===== src/rtl/mem_port_arbiter.sv =====
// mem_port_arbiter: shares one single-ported synchronous memory between the
// instruction-fetch port (I, read-only) and the load/store port (D).
// One transaction at a time: IDLE -> ISSUE -> [WAIT] -> ACK -> IDLE.
// D has priority. After STARVE_MAX consecutive D grants while I is waiting,
// the next contested grant goes to I.
// Ports:
//   clk, resetn             clock; asynchronous reset, active-high
//   i_req/i_addr            fetch request and address
//   i_ack/i_rdata           fetch done pulse and fetched word
//   d_req/d_we/d_addr/d_wdata  data request (load or store)
//   d_ack/d_rdata           data done pulse and load data
//   m_en/m_we/m_addr/m_wdata   memory strobe and command (zero when idle)
//   m_rdata                 memory read data, MEM_LAT cycles after m_en
//   busy                    high whenever the FSM is not in IDLE
//   grant_d                 owner of the current/last transaction (1 = D)
module mem_port_arbiter #(
  parameter int unsigned ADDR_W     = 32,
  parameter int unsigned DATA_W     = 32,
  parameter int unsigned MEM_LAT    = 2,
  parameter int unsigned STARVE_MAX = 3
) (
  input  logic              clk,
  input  logic              resetn,
  input  logic              i_req,
  input  logic [ADDR_W-1:0] i_addr,
  output logic              i_ack,
  output logic [DATA_W-1:0] i_rdata,
  input  logic              d_req,
  input  logic              d_we,
  input  logic [ADDR_W-1:0] d_addr,
  input  logic [DATA_W-1:0] d_wdata,
  output logic              d_ack,
  output logic [DATA_W-1:0] d_rdata,
  output logic              m_en,
  output logic              m_we,
  output logic [ADDR_W-1:0] m_addr,
  output logic [DATA_W-1:0] m_wdata,
  input  logic [DATA_W-1:0] m_rdata,
  output logic              busy,
  output logic              grant_d
);

  localparam int unsigned LAT_W = 3;
  localparam int unsigned STV_W = (STARVE_MAX < 1) ? 1 : $clog2(STARVE_MAX + 1);
  localparam logic [LAT_W-1:0] LAT_END = LAT_W'(MEM_LAT);
  localparam logic [STV_W-1:0] STV_END = STV_W'(STARVE_MAX);

  typedef enum logic [1:0] {IDLE, ISSUE, WAIT, ACK} state_t;

  state_t             state, state_nx;
  logic               own_d, own_we;
  logic [LAT_W-1:0]   lat_cnt;
  logic [STV_W-1:0]   starve_cnt;
  logic               grant_c, pick_d_c, capture_c, to_ack_c;

  // State register
  always_ff @(posedge clk or posedge resetn) begin
    if (resetn) state <= IDLE;
    else        state <= state_nx;
  end

  // Next state and per-cycle decisions
  always_comb begin
    state_nx  = state;
    grant_c   = 1'b0;
    pick_d_c  = 1'b0;
    capture_c = 1'b0;
    case (state)
      IDLE: begin
        if (i_req || d_req) begin
          grant_c  = 1'b1;
          // D wins a contested grant unless fetch has waited long enough
          pick_d_c = d_req && !(i_req && (starve_cnt == STV_END));
          state_nx = ISSUE;
        end
      end
      ISSUE: state_nx = own_we ? ACK : WAIT;
      WAIT: begin
        if (lat_cnt == LAT_END) begin
          capture_c = 1'b1;
          state_nx  = ACK;
        end
      end
      ACK:     state_nx = IDLE;
      default: state_nx = IDLE;
    endcase
    to_ack_c = (state_nx == ACK);
  end

  // Registered datapath and outputs
  always_ff @(posedge clk or posedge resetn) begin
    if (resetn) begin
      own_d      <= 1'b0;
      own_we     <= 1'b0;
      lat_cnt    <= '0;
      starve_cnt <= '0;
      i_ack      <= 1'b0;
      d_ack      <= 1'b0;
      i_rdata    <= '0;
      d_rdata    <= '0;
      m_en       <= 1'b0;
      m_we       <= 1'b0;
      m_addr     <= '0;
      m_wdata    <= '0;
      busy       <= 1'b0;
      grant_d    <= 1'b0;
    end else begin
      m_en    <= 1'b0;
      m_we    <= 1'b0;
      m_addr  <= '0;
      m_wdata <= '0;
      i_ack   <= to_ack_c && !own_d;
      d_ack   <= to_ack_c && own_d;
      busy    <= (state_nx != IDLE);

      // The memory command registers double as the latched transaction
      if (grant_c) begin
        own_d   <= pick_d_c;
        own_we  <= pick_d_c && d_we;
        grant_d <= pick_d_c;
        m_en    <= 1'b1;
        m_we    <= pick_d_c && d_we;
        m_addr  <= pick_d_c ? d_addr : i_addr;
        m_wdata <= pick_d_c ? d_wdata : '0;
        if (!pick_d_c)
          starve_cnt <= '0;
        else if (i_req && (starve_cnt != STV_END))
          starve_cnt <= starve_cnt + STV_W'(1);
      end

      if (state == ISSUE)
        lat_cnt <= own_we ? '0 : LAT_W'(1);
      else if (state == WAIT)
        lat_cnt <= capture_c ? '0 : lat_cnt + LAT_W'(1);

      if (capture_c) begin
        if (own_d) d_rdata <= m_rdata;
        else       i_rdata <= m_rdata;
      end
    end
  end

endmodule


===== config.mk =====
export PLATFORM = sky130hd
export DESIGN_NAME = mem_port_arbiter
export DESIGN_NICKNAME = d
export VERILOG_FILES = /design/src/rtl/mem_port_arbiter.sv
export SDC_FILE = /design/constraint.sdc
export NUM_CORES = 1
export LEC_CHECK = 0
export CORE_MARGIN = 4
export CORE_UTILIZATION = 24
export CTS_BUF_LIST = sky130_fd_sc_hd__clkbuf_16
export CTS_CLUSTER_DIAMETER = 50
export DETAILED_ROUTE_END_ITERATION = 8
export PLACE_DENSITY = 0.52
export SLEW_MARGIN = 20
export SYNTH_ARGS = -nofsm -noshare
export SYNTH_HDL_FRONTEND = slang
export SYNTH_SLANG_ARGS = --single-unit

===== constraint.sdc =====
create_clock -name clk -period 7.08 [get_ports clk]
set_input_delay 0.708 -clock clk [delete_from_list [all_inputs] [get_ports clk]]
set_output_delay 0.708 -clock clk [all_outputs]
set_load 0.01 [all_outputs]

==> results.cfg <==
[grt]
grt_use_total = 0.124
antenna_found_initial = 0
met1_usage = 0.148
grt_overflow = 0
grt_pass1_vias = 4751
grtUsageMet3 = 0.0562
grt_pass1_wl_um = 25700
grt_max_degree = 86
grt_util_met2 = 0.201
top_usage_layer = met2

[clock_network]
clkTransAtPathRegs_ns = 0.07
cts.sinks = 142
cts_tree = done
hold_buffers = 0
cts_inserted_buffers = 17
cts_resized = 0
insertion_delay_ns = 0.42
clockRootBuffer = clkbuf_16
post_cts_buffers = 0
clockBufferDepth = 2
htree_levels = 4

[floorplan]
die_y_um = 163
start_util = 0.244
io_pins = 267
die_x_um = 163
die-area_sq_um = 26400
coreArea_sq_um = 23500
row_count = 56

[timing]
fin_crit_sh = 0.404
hold_violations = 0
rsz0062_at_grt = false
fin_crit_ns = 2.86
clock.fmax_mhz = 350
maxSlewViolCount = 0
fin_worst_skew_ns = 0.0146
tns_ns = 0
worst_slew_pin_slew_ns = 1.04
max_slew_margin = 0.302
setup-violations-final = 0

[worst_setup_path]
arrival_ns = 3.21
crit_family = simple AND/OR/NAND/NOR gates
path_class = in -> reg
cp_max_fo = 36
cp_cell_sequence = clkdlybuf4s50_1 -> buf_4 -> nand2_1 -> nor2_4 -> and2_1
worst_setup_path_end_kind = flip-flop
slowest_stage = nor2_4
path_buf_inv = 2
required_ns = 7.44
cp-start-kind = primary input
worst_path_largest_cell_delay_ns = 0.75

[pwr]
ir_drop_v = 0.000147
switching_share = 0.316
p_int_w = 0.00248
seqPwrFrac = 0.351
power_density_nw_per_um2 = 392
p_switching_w = 0.00115
p_leak_nw = 3.83
p_clk_frac = 0.247
finalPower_w = 0.00362
p_comb_frac = 0.402

[synth]
async_flop_share = 1.00
synthDistinctLibCells = 33
synth_ff_type = dfrtp_1
synth_top_area_share = 0.620
syn_area_per_cell_sq_um = 13.8
syn-cell-area_sq_um = 5730
postSynthCellCount = 414
synth_area_leaders = dfrtp_1 (62%), mux2_4 (7.9%), mux2_2 (6.7%), o2111ai_1 (4.9%), and2_1 (3.7%)
synth_edf_count = 0
yosysTopAreaCell = dfrtp_1
yosysWarnings = 0
ys_seq_area_frac = 0.620
syn_nets = 553
synth-seq-cells = 142

[final_layout]
stdcell_area_sq_um = 9240
final_cells = 1003
insertedDiodeCount = 0
final_core_util = 0.393
area_delta_synth_final_pct = 61.1
nFillCells = 2238
drive_gt1_frac = 0.161
final_nets = 810

[place]
hpwl_um = 11800
place_inst = 971
gp_congestion = 0.808
numPortBuffers = 266
place_area_sq_um = 8640

[drt]
drt-wirelength-per-cell_um = 16.7
drtPass1Iterations = 4
dr_total_vias = 4362
drt-total-wl_um = 16700
via_per_inst = 4.35
remaining_drc_errors = 0
drt-initial-drc-count = 213
drtAntennaViolNets = 0

[worst_hold_path]
holdCritPathClass = reg -> reg

[run_status]
outcome = completed

[run]
cap_violations = 0
-- power by group through the flow --
| stage | Combinational (W) | Sequential [W] | Clock [W] |
|---|---|---|---|
| 3_3_place_gp | 0.00145 | 0.00128 | 0 |
| 5_1_grt | 0.00156 | 0.00131 | 0.000972 |
| 6_report | 0.00146 | 0.00127 | 0.000894 |
| 3_5_place_dp | 0.00147 | 0.00129 | 0 |
| 2_1_floorplan | 0.000566 | 0.00140 | 0 |
| 4_1_cts | 0.00148 | 0.00128 | 0.000932 |
-- worst reg2reg max path, cell delays in order, from the launching register on --
cell     delay, ns
dfrtp_1       0.41
inv_1         0.11
ha_1          0.15
buf_4         0.36
nand2_1       0.71
nor2_4        0.77
and2_1        0.23
-- cells in the mapped netlist, types with 2 or more instances --
| cell type | number |
|---|---|
| nand2_1 | 5 |
| mux2_4 | 30 |
| inv_1 | 8 |
| and2_1 | 34 |
| o2111ai_1 | 32 |
| a22o_1 | 2 |
| nor3_1 | 3 |
| nor2_1 | 2 |
| ha_1 | 6 |
| o21ai_0 | 34 |
| buf_12 | 3 |
| a21oi_1 | 32 |
| mux2_2 | 34 |
| buf_2 | 2 |
| dfrtp_1 | 142 |
| buf_6 | 4 |
| mux2_1 | 2 |
| clkbuf_1 | 24 |
-- through the flow --
| stage | hold slack, ns | setup slack (ns) |
|---|---|---|
| 6_report | 0.497 | 4.22 |
| 2_1_floorplan | 0.461 | 2.56 |
| 4_1_cts | 0.498 | 3.86 |
| 3_5_place_dp | 0.483 | 3.41 |
| 5_1_grt | 0.509 | 3.95 |
| 3_3_place_gp | 0.478 | 3.50 |
-- final timing paths --
kind                                              start                      end  slack, ns  cells after the start
worst max-delay path                              d_req     m_wdata[3]$_DFF_PP0_       4.22                      5
worst min-delay path            d_rdata[30]$_DFFE_PP0P_  d_rdata[30]$_DFFE_PP0P_       0.50                      1
worst max register to register       state[0]$_DFF_PP0_     m_wdata[3]$_DFF_PP0_       4.28                      6
worst min register to register  d_rdata[30]$_DFFE_PP0P_  d_rdata[30]$_DFFE_PP0P_       0.50                      1
max in group asynchronous                        resetn           m_we$_DFF_PP0_       4.98                      3
min in group asynchronous                        resetn     m_wdata[4]$_DFF_PP0_       0.80                      2
-- flip-flops by register name, summed over array words and instances (netlist names), 2 cells and up --
name        count
lat_cnt         3
i_rdata        32
state           2
m_wdata        32
starve_cnt      2
d_rdata        32
m_addr         32
-- layout by cell type, fill, tap and decap left out, drive strengths merged, types with 3 or more instances in the layout --
cell | netlist | routed
ha | 6 | 6
clkbuf | 24 | 17
dfrtp | 142 | 142
nor2 | 3 | 3
o21ai | 35 | 35
nor3 | 3 | 3
a21oi | 32 | 32
mux2 | 66 | 66
buf | 9 | 5
clkinv | 0 | 4
o2111ai | 32 | 32
clkdlybuf4s50 | 0 | 266
inv | 8 | 16
nand2 | 6 | 6
and2 | 34 | 34
-- final cells by class --
class | count | area (sq um) | share of cell area
sequential | 142 | 3550 | 0.385
clock inverter | 15 | 168 | 0.0182
inverter | 8 | 35.0 | 0.00379
multi-input combinational | 231 | 1950 | 0.212
clock buffer | 17 | 425 | 0.0461
timing repair buffer | 271 | 2700 | 0.292
tap | 319 | 399 | 0.0432
-- routing by layer --
metal  up-vias  part of all wire
li1       2002                 -
met1      2136              0.40
met2       205              0.49
met3        19             0.097
met4         0             0.015
met5         -                 0
-- cell families after synthesis --
logic type,synth area share
AO/OA/AOI/OAI,0.122
adder cells (fa/ha/maj),0.0131
buffers and inverters,0.0410
flip-flops,0.620
multiplexers,0.149
AND/OR/NAND/NOR,0.0552
(Power assumes the default switching activity.)
